==> src/rtl/mem_pkg.sv <==
`default_nettype none
// ============================================================================
//  Package     : mem_pkg
//  Description : Shared encodings for the CPU data-memory port: memOp and
//                memSize codes, the MMIO address map and the load-tracking
//                entry carried alongside each outstanding BRAM read.
//                Used by the load-return path and the store-side lane logic.
//  Revision    : 1.0 - initial release
// ============================================================================
package mem_pkg;

    // Memory operation codes
    localparam logic [1:0] MEM_DISABLE   = 2'b00;
    localparam logic [1:0] MEM_READ_SEXT = 2'b01;
    localparam logic [1:0] MEM_READ_ZEXT = 2'b10;
    localparam logic [1:0] MEM_WRITE     = 2'b11;

    // Access size codes; 2'b11 is not a legal size
    localparam logic [1:0] BYTE          = 2'b00;
    localparam logic [1:0] HALFWORD      = 2'b01;
    localparam logic [1:0] WORD          = 2'b10;
    localparam logic [1:0] SIZE_ILLEGAL  = 2'b11;

    // MMIO address map
    localparam logic [31:0] MMIO_EDGE_IN_ADDR = 32'h0000_A004;

    // Poison value returned for an illegal access size
    localparam logic [31:0] ILLEGAL_SIZE_DATA = 32'hDEAD_BEEF;

    // One outstanding load as it travels through the BRAM read latency.
    typedef struct packed {
        logic       valid;  // a load occupies this slot (0 = bubble)
        logic       sext;   // sign-extend the selected field
        logic [1:0] size;   // BYTE / HALFWORD / WORD / illegal
        logic [1:0] off;    // byte offset within the word (addr[1:0])
        logic       mmio;   // source is the external input register
    } track_t;

    function automatic logic is_load(input logic [1:0] op);
        return (op == MEM_READ_SEXT) || (op == MEM_READ_ZEXT);
    endfunction

endpackage
`default_nettype wire

==> src/rtl/load_formatter.sv <==
`default_nettype none
// ============================================================================
//  Module      : load_formatter
//  Description : Combinational load formatting. Takes the fields recorded
//                for a load plus its source word and produces the register-
//                file value and a misaligned flag.
//                BRAM words hold byte offset k in word_i[31-8k -: 8]; the
//                MMIO word is already in CPU order, so offset k is the plain
//                little-endian lane word_i[8k +: 8]. Once the four byte lanes
//                are extracted, byte/halfword/word selection is common.
//  Ports       : sext_i       sign-extend (1) or zero-extend (0)
//                size_i       access size code
//                off_i        byte offset within the word
//                mmio_i       source word is the MMIO register
//                word_i       raw source word
//                result_o     formatted 32-bit value
//                misaligned_o access was misaligned or of illegal size
//  Revision    : 1.0 - initial release
// ============================================================================
module load_formatter
    import mem_pkg::*;
(
    input  logic        sext_i,
    input  logic [1:0]  size_i,
    input  logic [1:0]  off_i,
    input  logic        mmio_i,
    input  logic [31:0] word_i,
    output logic [31:0] result_o,
    output logic        misaligned_o
);

    // lane[k] is the byte at byte offset k of the addressed word
    logic [7:0]  lane [4];
    logic [15:0] half_sel;
    logic [7:0]  byte_sel;

    always_comb begin
        for (int k = 0; k < 4; k++) begin
            lane[k] = mmio_i ? word_i[8*k +: 8] : word_i[31-8*k -: 8];
        end
    end

    always_comb begin
        half_sel     = off_i[1] ? {lane[3], lane[2]} : {lane[1], lane[0]};
        byte_sel     = lane[off_i];
        result_o     = '0;
        misaligned_o = 1'b0;
        case (size_i)
            BYTE: begin
                result_o = {{24{sext_i & byte_sel[7]}}, byte_sel};
            end
            HALFWORD: begin
                if (off_i[0]) begin
                    misaligned_o = 1'b1;
                end else begin
                    result_o = {{16{sext_i & half_sel[15]}}, half_sel};
                end
            end
            WORD: begin
                if (off_i != 2'b00) begin
                    misaligned_o = 1'b1;
                end else begin
                    result_o = {lane[3], lane[2], lane[1], lane[0]};
                end
            end
            default: begin
                result_o     = ILLEGAL_SIZE_DATA;
                misaligned_o = 1'b1;
            end
        endcase
    end

endmodule
`default_nettype wire

==> src/rtl/mem_output_logic.sv <==
`default_nettype none
// ============================================================================
//  Module      : mem_output_logic
//  Description : Load-return path of the CPU data-memory port. Every issued
//                load is tracked through the BRAM port-B read latency; when
//                it emerges, the BRAM word (or the synchronised external
//                input for MMIO reads) is formatted and pushed into a small
//                skid FIFO whose head drives the outputs and which holds
//                while the consumer stalls.
//  Ports       : clk_i        system clock
//                reset_i      asynchronous active-high reset
//                addr_i       load byte address (same cycle as memOp_i)
//                memOp_i      memory operation; SEXT/ZEXT issue a load
//                memSize_i    access size
//                doutB_i      BRAM port-B read data
//                edgeIn_i     asynchronous external input word
//                stall_i      consumer not ready; FIFO head held
//                loadData_o   formatted load result (FIFO head)
//                loadValid_o  loadData_o valid
//                misaligned_o FIFO head came from a misaligned request
//                overflow_o   sticky: a return arrived while FIFO full
//  Revision    : 1.0 - initial release
// ============================================================================
module mem_output_logic
    import mem_pkg::*;
#(
    parameter int          READ_LATENCY = 1,   // legal range 1..3
    parameter logic [31:0] MMIO_IN_ADDR = MMIO_EDGE_IN_ADDR,
    parameter int          FIFO_DEPTH   = READ_LATENCY + 1
) (
    input  logic        clk_i,
    input  logic        reset_i,
    input  logic [31:0] addr_i,
    input  logic [1:0]  memOp_i,
    input  logic [1:0]  memSize_i,
    input  logic [31:0] doutB_i,
    input  logic [31:0] edgeIn_i,
    input  logic        stall_i,
    output logic [31:0] loadData_o,
    output logic        loadValid_o,
    output logic        misaligned_o,
    output logic        overflow_o
);

    localparam int PTR_W = (FIFO_DEPTH > 1) ? $clog2(FIFO_DEPTH) : 1;
    localparam int CNT_W = $clog2(FIFO_DEPTH + 1);

    // ------------------------------------------------------------------
    // Edge input synchroniser
    // ------------------------------------------------------------------
    logic [31:0] edge_meta_q;
    logic [31:0] edge_sync_q;

    always_ff @(posedge clk_i or posedge reset_i) begin
        if (reset_i) begin
            edge_meta_q <= '0;
            edge_sync_q <= '0;
        end else begin
            edge_meta_q <= edgeIn_i;
            edge_sync_q <= edge_meta_q;
        end
    end

    // ------------------------------------------------------------------
    // Tracking pipe: one slot per BRAM latency cycle. It never stalls
    // because BRAM data arrives regardless; non-loads enter as bubbles.
    // ------------------------------------------------------------------
    track_t new_entry;
    track_t pipe_q [READ_LATENCY];
    track_t ret_entry;

    always_comb begin
        new_entry = '0;
        if (is_load(memOp_i)) begin
            new_entry.valid = 1'b1;
            new_entry.sext  = (memOp_i == MEM_READ_SEXT);
            new_entry.size  = memSize_i;
            new_entry.off   = addr_i[1:0];
            new_entry.mmio  = (addr_i == MMIO_IN_ADDR);
        end
    end

    always_ff @(posedge clk_i or posedge reset_i) begin
        if (reset_i) begin
            for (int i = 0; i < READ_LATENCY; i++) begin
                pipe_q[i] <= '0;
            end
        end else begin
            pipe_q[0] <= new_entry;
            for (int i = 1; i < READ_LATENCY; i++) begin
                pipe_q[i] <= pipe_q[i-1];
            end
        end
    end

    assign ret_entry = pipe_q[READ_LATENCY-1];

    // ------------------------------------------------------------------
    // Formatting of the returning word
    // ------------------------------------------------------------------
    logic [31:0] src_word;
    logic [31:0] fmt_data;
    logic        fmt_mis;

    assign src_word = ret_entry.mmio ? edge_sync_q : doutB_i;

    load_formatter u_load_formatter (
        .sext_i       (ret_entry.sext),
        .size_i       (ret_entry.size),
        .off_i        (ret_entry.off),
        .mmio_i       (ret_entry.mmio),
        .word_i       (src_word),
        .result_o     (fmt_data),
        .misaligned_o (fmt_mis)
    );

    // ------------------------------------------------------------------
    // Result skid FIFO
    // ------------------------------------------------------------------
    logic [31:0]      data_q [FIFO_DEPTH];
    logic             mis_q  [FIFO_DEPTH];
    logic [PTR_W-1:0] rd_q, rd_d;
    logic [PTR_W-1:0] wr_q, wr_d;
    logic [CNT_W-1:0] count_q, count_d;
    logic             overflow_q, overflow_d;
    logic [31:0]      last_q, last_d;

    logic fifo_empty;
    logic fifo_full;
    logic do_push;
    logic do_pop;
    logic push_accept;

    function automatic logic [PTR_W-1:0] ptr_inc(input logic [PTR_W-1:0] p);
        return (p == PTR_W'(FIFO_DEPTH - 1)) ? '0 : p + PTR_W'(1);
    endfunction

    assign fifo_empty  = (count_q == '0);
    assign fifo_full   = (count_q == CNT_W'(FIFO_DEPTH));
    assign do_push     = ret_entry.valid;
    assign do_pop      = !fifo_empty && !stall_i;
    // A pop in the same cycle frees the slot the push needs.
    assign push_accept = do_push && (!fifo_full || do_pop);

    always_comb begin
        rd_d       = rd_q;
        wr_d       = wr_q;
        count_d    = count_q;
        overflow_d = overflow_q;
        last_d     = last_q;
        if (do_pop) begin
            rd_d   = ptr_inc(rd_q);
            last_d = data_q[rd_q];
        end
        if (push_accept) begin
            wr_d = ptr_inc(wr_q);
        end
        if (push_accept && !do_pop) begin
            count_d = count_q + CNT_W'(1);
        end else if (!push_accept && do_pop) begin
            count_d = count_q - CNT_W'(1);
        end
        if (do_push && !push_accept) begin
            overflow_d = 1'b1;
        end
    end

    always_ff @(posedge clk_i or posedge reset_i) begin
        if (reset_i) begin
            rd_q       <= '0;
            wr_q       <= '0;
            count_q    <= '0;
            overflow_q <= 1'b0;
            last_q     <= '0;
            for (int i = 0; i < FIFO_DEPTH; i++) begin
                data_q[i] <= '0;
                mis_q[i]  <= 1'b0;
            end
        end else begin
            rd_q       <= rd_d;
            wr_q       <= wr_d;
            count_q    <= count_d;
            overflow_q <= overflow_d;
            last_q     <= last_d;
            if (push_accept) begin
                data_q[wr_q] <= fmt_data;
                mis_q[wr_q]  <= fmt_mis;
            end
        end
    end

    // When empty, loadData_o keeps showing the last consumed result.
    assign loadValid_o  = !fifo_empty;
    assign loadData_o   = fifo_empty ? last_q : data_q[rd_q];
    assign misaligned_o = !fifo_empty && mis_q[rd_q];
    assign overflow_o   = overflow_q;

endmodule
`default_nettype wire

==> config.mk <==
export PLATFORM = sky130hd
export DESIGN_NAME = mem_output_logic
export DESIGN_NICKNAME = d
export VERILOG_FILES = /design/src/rtl/mem_pkg.sv /design/src/rtl/load_formatter.sv /design/src/rtl/mem_output_logic.sv
export SDC_FILE = /design/constraint.sdc
export NUM_CORES = 1
export LEC_CHECK = 0
export CAP_MARGIN = 20
export CORE_ASPECT_RATIO = 1.5
export CORE_MARGIN = 2
export CORE_UTILIZATION = 25
export DETAILED_ROUTE_END_ITERATION = 6
export DONT_BUFFER_PORTS = 1
export PLACE_DENSITY_LB_ADDON = 0.05
export SLEW_MARGIN = 30
export SYNTH_ARGS = -nofsm -noshare
export SYNTH_HDL_FRONTEND = slang
export SYNTH_SLANG_ARGS = --single-unit
==> constraint.sdc <==
create_clock -name clk_i -period 19.83 [get_ports clk_i]
set_clock_uncertainty 0.1 [all_clocks]
set_input_delay 5.949 -clock clk_i [delete_from_list [all_inputs] [get_ports clk_i]]
set_output_delay 5.949 -clock clk_i [all_outputs]
set_load 0.02 [all_outputs]
Word-level counts from Yosys, hierarchy flattened
Cells that the tools add are included.
{"block": "op_classes", "mux": 33, "bitwise": 5, "n_lt_le_gt_ge": 4, "addsub": 4, "n_reduce_logical": 18, "n_eq_ne": 6}
{"op": "$mux W32", "count": 8}
{"op": "$pmux W32 S3", "count": 1}
{"op": "$bwmux W64", "count": 1}
{"op": "$mux W8", "count": 6}
{"op": "$demux W32 S1", "count": 1}
{"op": "$eq A32 B16 Y1 const B", "count": 1}
{"op": "$bmux W8 S2", "count": 1}
{"op": "$mux W16", "count": 1}
{"op": "$mux W1", "count": 8}
{"op": "$logic_and A1 B1 Y1", "count": 7}
{"op": "$mux W7", "count": 1}
{"op": "$eq A2 B2 Y1 const B", "count": 3}
{"op": "$logic_not A1 Y1", "count": 5}
{"op": "$eq A2 B1 Y1 const B", "count": 2}
{"op": "$ge A2 B2 Y1 const B", "count": 2}
{"op": "$logic_not A2 Y1", "count": 2}
{"op": "$mux W2", "count": 2}
{"op": "$not A1 Y2", "count": 2}
{"op": "$reduce_bool A2 Y1", "count": 2}
{"op": "$ge A3 B3 Y1 const B", "count": 1}
{"op": "$not A2 Y3", "count": 1}
{"op": "$pmux W1 S3", "count": 1}
{"op": "$add A1 B1 Y1 const B", "count": 2}
{"op": "$add A2 B1 Y2 const B", "count": 1}
{"op": "other kinds (6)", "count": 8}
{"block": "totals", "elab_cells": 86, "out_inout_bits": 35, "regBits": 174, "in_bits": 103}

Depth between registers and ports, before layout
Gate-level depths: netlist (run 1).
{"block": "depth", "depth_word": 9, "mapped_depth": 9, "depth_no_buf": 7}

By module
Synthesis (run 1) repeated with hierarchy kept, for this count alone.
{"block": "unflattened", "hier_cells": 653, "area_unflattened_um2": 8161.6}
{"mod": "mem_output_logic", "area_per_inst_um2": 7031.7, "seq_area_each_um2": 4354.2, "cells_each": 498, "n_inst": 1}
{"mod": "load_formatter", "area_per_inst_um2": 1129.8, "seq_area_each_um2": 0.0, "cells_each": 155, "n_inst": 1}

Worst setup path before layout (run 1)
No wires, ideal clock.
{"block": "synth_path", "path_kind": "reg2out", "from": "register count_q[0]", "to": "output loadData_o[14]", "stages_incl_launch_ff": 7, "arrival_ns": 1.491, "t_required_ns": 13.781, "path_slack_ns": 12.290, "path_buffers": 2, "path_cell_list": "dfrtp_1 > nor2_1 > inv_1 > clkbuf_1 > clkbuf_1 > nor2_1 > a21oi_1"}
{"block": "synth_via", "elab_chain_cells": 2}
{"item": "from (decl)", "line": "mem_output_logic.sv:124", "rtl": "logic [CNT_W-1:0] count_q, count_d;"}
{"item": "from (signal assigned)", "line": "mem_output_logic.sv:182", "rtl": "count_q <= count_d;"}
{"item": "$logic_not A2 Y1", "line": "mem_output_logic.sv:138", "rtl": "assign fifo_empty = (count_q == '0);"}
{"item": "$mux W32", "line": "mem_output_logic.sv:194", "rtl": "assign loadData_o = fifo_empty ? last_q : data_q[rd_q];"}
{"item": "to (decl)", "line": "mem_output_logic.sv:39", "rtl": "output logic [31:0] loadData_o,"}
Every way passes these cells.

Final worst setup path (run 1)
{"block": "layout_path", "from": "register count_q[0]", "to": "output loadData_o[17]"}
Same word-level chain as after synthesis.

==> parameters.txt, run 1 <==
Parameter                              Value

Logic synthesis
  Netlist area before placement ... 7430 µm²
  Library cell occupying the most area in the post-synthesis netlist ... dfrtp_1
  Async set-reset flop share out of synthesis ... 100%
  Most used flip-flop cell after synthesis ... dfrtp_1
  Syn Nets ... 792
  YS warnings ... 0
  Average size of a mapped cell ... 10.8 µm²
  Number of enable flip-flop cells after synthesis ... 0
  Most frequent cells after synthesis ... dfrtp_1 (174), nor2_1 (90), mux2i_1 (64), nand2_1 (55), o21ai_0 (55)
  Number of synthesized register bits ... 174
  Share of Yosys cell area claimed by the top area cell type ... 58.6%
  Cells after Synth ... 687
  Number of distinct library cells after synthesis ... 54
  Top cells by area in the synthesized netlist ... dfrtp_1 (59%), mux2i_1 (8.6%), nor2_1 (4.5%)
  Most frequently used cell type in the post-synthesis netlist ... dfrtp_1
  Post-synthesis sequential area ratio ... 58.6%

Power and ir drop
  Power Dens Cells ... 158 nW/µm²
  Overall power consumption ... 1.32 mW
  Leakage power of the design ... 3.40 nW
  Peak supply drop ... 0.0000602 V

Die
  Core area ... 29400 µm²
  Die footprint ... 31100 µm²
  Number of cell rows ... 77
  Chip Width ... 145 µm
  Chip Height ... 215 µm
  Initial standard-cell utilization of the core ... 25.3%
  I/O Pins ... 138

Min path
  Number of stages on the worst hold path ... 0
  Origin of the worst min-delay path ... edge_meta_q[3]$_DFF_PP0_
  Worst min-delay path endpoint ... edge_sync_q[3]$_DFF_PP0_
  Hold Crit Class ... flop to flop

Detailed routing
  Number of remaining DRC errors ... 0
  Drt initial violations ... 274
  Overall routed net length ... 20100 µm
  Antenna violation net count after detailed routing ... 0
  Post-DR vias/cell ... 4.63
  Count of vias placed by the detailed router ... 4959
  Detailed Routing Iterations Pass 1 ... 5
  Detailed-route wire length per cell ... 18.7 µm

STA
  Final hold vios ... 0
  Final setup TNS ... 0 ps
  Final cycle utilization of the critical path ... 40.8%
  Fmax achieved ... 124 MHz
  Unrepaired setup endpoints after global routing ... false
  Pin slew with the least headroom to its limit ... 860 ps
  Setup violations, final ... 0
  Rel. slew slack ... 42.7%
  Time the worst path needs with I/O delays and setup ... 8090 ps
  Final Slew Violations ... 0
  Final worst hold slack ... 246 ps

Outcome
  Result of the run ... complete, no violations

CTS
  CTS tree ... built
  Worst-Skew Late Latency ... 430 ps
  Worst-case clock buffer depth ... 2
  Clock Tree Root ... clkbuf_16
  Hold Buf Count CTS ... 0
  Num CTS Buffers ... 17
  Clock transition at the registers of the reported paths ... 60 ps
  TritonCTS Sinks ... 174
  Post CTS Setup Buffer Count ... 0
  Resized cells post-CTS ... 0
  H-Tree Level Count ... 4

Cells and area
  Final net count ... 768
  Final Util ... 28.4%
  Fill cell total of the finished layout ... 3077
  Area growth from synthesis to layout ... 12.4%
  Ratio of cells with drive above 1 in the final layout ... 9.76%
  Total inserted antenna cells ... 0

Worst setup path
  Register-to-register setup slack ... 17120 ps
  Critical Path Start ... count_q[0]$_DFFE_PP0P_
  Data arrival at the endpoint of the critical path ... 2050 ps
  Worst reg2reg path startpoint ... pipe_q[0]$_DFF_PP0_
  Worst path max stage delay ... 490 ps
  Type of element capturing the critical path ... primary output
  Required time worst endpoint ... 13780 ps
  Cell at the slowest stage of the critical path ... inv_4
  Startpoint Class ... flop
  Startpoint-to-endpoint class of the critical path ... flop to primary output
  FF-to-FF path depth ... 6
  Worst-path maximum fanout ... 66
  Sequence of cells on the critical path ... nor2_1 > inv_4 > nor2_1 > a21oi_1
  R2r endpoint ... data_q[13]$_DFFE_PP0P_
  Most frequent cell on the critical path ... nor2_1

GRT
  First-pass GRT wire length ... 31100 µm
  Total global routing overflow ... 0
  Initial antenna violation count ... 0
  Maximum number of pins on one net before global-route repair ... 111
  Total routing usage reported by global routing ... 13.5%
  Vias in the first global route ... 5089

Job
  Max-Cap Viols ... 0

Place
  Count of buffers from port buffering ... 0
  Final HPWL from detailed placement ... 14700 µm
  RD Place Congestion ... 0.779
-- registers in the layout (all words and copies together), names as in the netlist, 2 cells and up --
name / cells
count_q: 2
pipe_q: 6
edge_meta_q: 32
edge_sync_q: 32
mis_q: 2
last_q: 32
data_q: 64
-- report_power, final --
| part | leakage, nW | switching [mW] | total (mW) | internal, mW |
|---|---|---|---|---|
| clock | 0.286 | 0.142 | 0.340 | 0.198 |
| combinational | 1.03 | 0.290 | 0.426 | 0.136 |
| sequential | 2.09 | 0.0890 | 0.555 | 0.466 |
-- worst max path at each step --
stage / to / slack, ps
2_1_floorplan: count_q[0]$_DFFE_PP0P_ / 9060
6_report: loadData_o[17] / 11740
4_1_cts: loadData_o[17] / 11660
3_5_place_dp: data_q[13]$_DFFE_PP0P_ / 12040
5_1_grt: loadData_o[17] / 11550
3_3_place_gp: loadData_o[17] / 11860
-- cell usage in the layout (no fill, tap or decap), types with 4 or more instances in the layout --
| cell type | Yosys | routed |
|---|---|---|
| o22ai_1 | 5 | 5 |
| o21ai_1 | 6 | 6 |
| nand2_1 | 55 | 55 |
| o221ai_1 | 6 | 6 |
| o32a_1 | 10 | 10 |
| mux2i_1 | 64 | 64 |
| clkinv_2 | 0 | 4 |
| mux2_2 | 5 | 5 |
| buf_4 | 4 | 7 |
| dfrtp_1 | 174 | 172 |
| nor2_2 | 10 | 10 |
| nor4_1 | 4 | 4 |
| clkbuf_16 | 0 | 17 |
| nor2b_1 | 8 | 8 |
| nor2_1 | 90 | 90 |
| o21ai_0 | 55 | 55 |
| a31oi_1 | 32 | 32 |
| a21oi_1 | 48 | 48 |
| o211ai_1 | 8 | 8 |
-- cell type report --
cell class	count	area, µm²	share of cell area [%]
sequential	174	4360	52.2
timing repair buffer	7	52.6	0.629
clock buffer	18	429	5.14
inverter	5	28.8	0.345
tap	395	494	5.92
clock inverter	14	168	2.01
multi-input combinational	458	2820	33.8
-- per-stage QoR --
| step | area, µm² | setup slack (ps) | cells |
|---|---|---|---|
| final | 8350 | 11740 | 1071 |
| after global routing | 8350 | 11550 | 1071 |
| after CTS | 8350 | 11660 | 1071 |
| after detailed placement | 7750 | 12040 | 1039 |
| after global placement | 7750 | 11860 | 1039 |
| after floorplan | 7430 | 9060 | 687 |
-- cells by family after synthesis --
family / share of synthesized area, %
and+or+nand+nor: 12.2
AOI/OAI and AO/OA: 14.8
DFF: 58.6
muxes: 9.68
buffers and inverters: 3.79
xor gates and xnor gates: 0.590
adders and majority gates: 0.337
-- worst max-delay path: cells and delay by family (launching register included) --
kind	cells	cell delay [ps]
and+or+nand+nor	2	190
DFF	1	420
buffers and inverters	1	490
AOI/OAI and AO/OA	1	480
-- layer usage --
layer | wire [µm] | track usage [%]
met1 | 9140 | 17.9
met2 | 9220 | 20.0
met3 | 1020 | 3.97
met4 | 681 | 6.63
met5 | 0 | 0
(Power assumes the default switching activity.)
==> run 2, diff against run 1 <==
==> constraint.sdc (replaced) <==
create_clock -name clk_i -period 6.8 [get_ports clk_i]
set_clock_uncertainty 0.1 [all_clocks]
set_input_delay 2.04 -clock clk_i [delete_from_list [all_inputs] [get_ports clk_i]]
set_output_delay 2.04 -clock clk_i [all_outputs]
set_load 0.02 [all_outputs]
==> parameters.txt, run 2 (same netlist as run 1, synthesis figures left out) <==
Parameter                              Value

Power and ir drop
  Switching part of the total power ... 39.6% (+0.23 points)
  Power Dens Cells ... 459 nW/µm² (+190%)
  Peak supply drop ... 0.000173 V (+190%)
  Leakage power of the design ... 3.38 nW (-0.54%)
  Overall power consumption ... 3.83 mW (+190%)
  Share of total power in combinational logic ... 32.3% (about the same)
  Internal Power ... 2.31 mW (+190%)
  Flop pwr share ... 42.3% (+0.3 points)
  Net switching power figure ... 1.52 mW (+190%)
  Clock share of power ... 25.4% (-0.3 points)

Cells and area
  Most frequent standard cell in the layout excluding fill and tap cells ... dfrtp_1
  Max reg flops ... 64 (unchanged)
  Final net count ... 768 (unchanged)
  Ratio of cells with drive above 1 in the final layout ... 9.63% (-0.13 points)
  Fill cell total of the finished layout ... 3076 (-0.032%)
  Total inserted antenna cells ... 0 (unchanged)
  Final Util ... 28.3% (-0.068 points)
  Sequential cell area ... 4360 µm² (unchanged)
  Area growth from synthesis to layout ... 12.1%
  Area taken by multi-input logic gates ... 2820 µm² (unchanged)
  Most frequent cells in the layout ... dfrtp_1 (172), nor2_1 (90), mux2i_1 (64), nand2_1 (55), o21ai_0 (55)
  Largest Register ... data_q

Detailed routing
  Detailed-routing wirelength on met1 ... 9230 µm (+0.95%)
  Count of vias placed by the detailed router ... 4926 (-0.67%)
  Detailed Routing Iterations Pass 1 ... 4 (-1)
  Antenna violation net count after detailed routing ... 0 (unchanged)
  Uppermost metal layer occupied by signal nets ... met4
  Post-DR vias/cell ... 4.60 (-0.57%)
  Drt initial violations ... 256 (-6.6%)
  Number of remaining DRC errors ... 0 (unchanged)
  Length of routed met3 wiring ... 928 µm (-8.6%)
  Detailed-route wire length per cell ... 18.8 µm (+0.47%)
  Overall routed net length ... 20100 µm (+0.37%)
  Met2 WL post-DR ... 9310 µm (+0.95%)

STA
  Final hold vios ... 0 (unchanged)
  Fmax achieved ... 237 MHz
  Final setup TNS ... 0 ps (unchanged)
  Unrepaired setup endpoints after global routing ... false
  Time the worst path needs with I/O delays and setup ... 4220 ps
  Final Slew Violations ... 0 (unchanged)
  Worst-case setup margin in the final layout ... 2580 ps (-9150 ps)
  Pin slew with the least headroom to its limit ... 906 ps (+46.0 ps)
  Final cycle utilization of the critical path ... 62.0%
  Setup violations, final ... 0 (unchanged)
  Final worst hold slack ... 246 ps (-0.202 ps)
  Rel. slew slack ... 39.6% (-3.1 points)

Job
  Max-Cap Viols ... 0 (unchanged)

CTS
  Num CTS Buffers ... 17 (unchanged)
  Worst-case clock buffer depth ... 2 (unchanged)
  TritonCTS Sinks ... 174 (unchanged)
  Worst-Skew Late Latency ... 440 ps (about the same)
  Resized cells post-CTS ... 0 (unchanged)
  Clock Tree Root ... clkbuf_16
  Post CTS Setup Buffer Count ... 0 (unchanged)
  Clock transition at the registers of the reported paths ... 60 ps (about the same)
  Hold Buf Count CTS ... 0 (unchanged)
  CTS tree ... built
  H-Tree Level Count ... 4 (unchanged)

Place
  Count of buffers from port buffering ... 0 (unchanged)
  RD Place Congestion ... 0.769 (-1.2%)
  Pre-CTS setup slack ... 2920 ps (-9120 ps)
  Final HPWL from detailed placement ... 15000 µm (+2.1%)

Min path
  Hold Crit Class ... flop to flop

Die
  Number of cell rows ... 77 (unchanged)
  Core area ... 29400 µm² (unchanged)
  Die footprint ... 31100 µm² (unchanged)
  I/O Pins ... 138 (unchanged)
  Initial standard-cell utilization of the core ... 25.3% (unchanged)
  Chip Height ... 215 µm (unchanged)
  Chip Width ... 145 µm (unchanged)

Worst setup path
  Required time worst endpoint ... 4660 ps (-9120 ps)
  Startpoint-to-endpoint class of the critical path ... flop to primary output
  Data arrival at the endpoint of the critical path ... 2080 ps (+30 ps)
  Startpoint Class ... flop
  Worst-path maximum fanout ... 66 (unchanged)
  Type of element capturing the critical path ... primary output

GRT
  Vias in the first global route ... 5215 (+2.5%)
  Initial antenna violation count ... 0 (unchanged)
  Total global routing overflow ... 0 (unchanged)
  Total routing usage reported by global routing ... 13.7% (+0.14 points)
  Maximum number of pins on one net before global-route repair ... 67 (-40%)
  First-pass GRT wire length ... 31600 µm (+1.7%)

Outcome
  Result of the run ... complete, no violations
run 2: cell count changes in the layout (fill, tap and decap cells not counted):
cell and delta:
bufinv_16 -1, clkbuf_8 +1, clkinv_2 -2, clkinv_4 -2, clkinvlp_4 +2, inv_6 +1
run 2: layout make-up:
type                            count  share of cell area [%]
Clock buffer                       19                    5.32
Inverter                            5                   0.300
Tap cell                          395                    5.93
Multi-Input combinational cell    458                    33.8
Clock inverter                     12                    1.65
Sequential cell                   174                    52.3
Timing Repair Buffer                7                   0.631
run 2: power groups by stage:
stage | Combinational, mW | Sequential [mW] | Clock, mW
final | 1.24 | 1.62 | 0.971
after global routing | 1.40 | 1.67 | 1.05
after CTS | 1.27 | 1.63 | 1.02
after detailed placement | 1.26 | 1.65 | 0
after global placement | 1.24 | 1.66 | 0
after floorplan | 1.09 | 1.50 | 0
run 2: stage by stage:
| stage | area [µm²] | cells |
|---|---|---|
| final | 8330 | 1070 |
| after global routing | 8330 | 1070 |
| after CTS | 8330 | 1070 |
| after detailed placement | 7750 | 1039 |
| after global placement | 7740 | 1039 |
| after floorplan | 7430 | 687 |
run 2: final timing paths:
| kind | startpoint | to | slack, ps | cells past startpoint |
|---|---|---|---|---|
| worst max-delay path | count_q[0]$_DFFE_PP0P_ | loadData_o[17] | 2580 | 4 |
| min in group asynchronous | reset_i | data_q[11]$_DFFE_PP0P_ | 1340 | 1 |
| worst max register to register | pipe_q[0]$_DFF_PP0_ | data_q[45]$_DFFE_PP0P_ | 3860 | 5 |
| worst min register to register | edge_meta_q[10]$_DFF_PP0_ | edge_sync_q[10]$_DFF_PP0_ | 250 | 0 |
| worst min-delay path | edge_meta_q[10]$_DFF_PP0_ | edge_sync_q[10]$_DFF_PP0_ | 250 | 0 |
| max in group asynchronous | reset_i | rd_q$_DFFE_PP0P_ | 4240 | 2 |
run 2: per-layer routing:
layer / GRT usage [%] / up-vias
met3: 3.81 / 28
met2: 20.8 / 146
li1: - / 2393
met4: 6.57 / 0
met5: 0 / -
met1: 17.7 / 2359
run 2: critical path: stages, from the launching register on:
cell	delay, ps
dfrtp_1	410
nor2_1	110
inv_4	480
nor2_1	80
a21oi_1	490
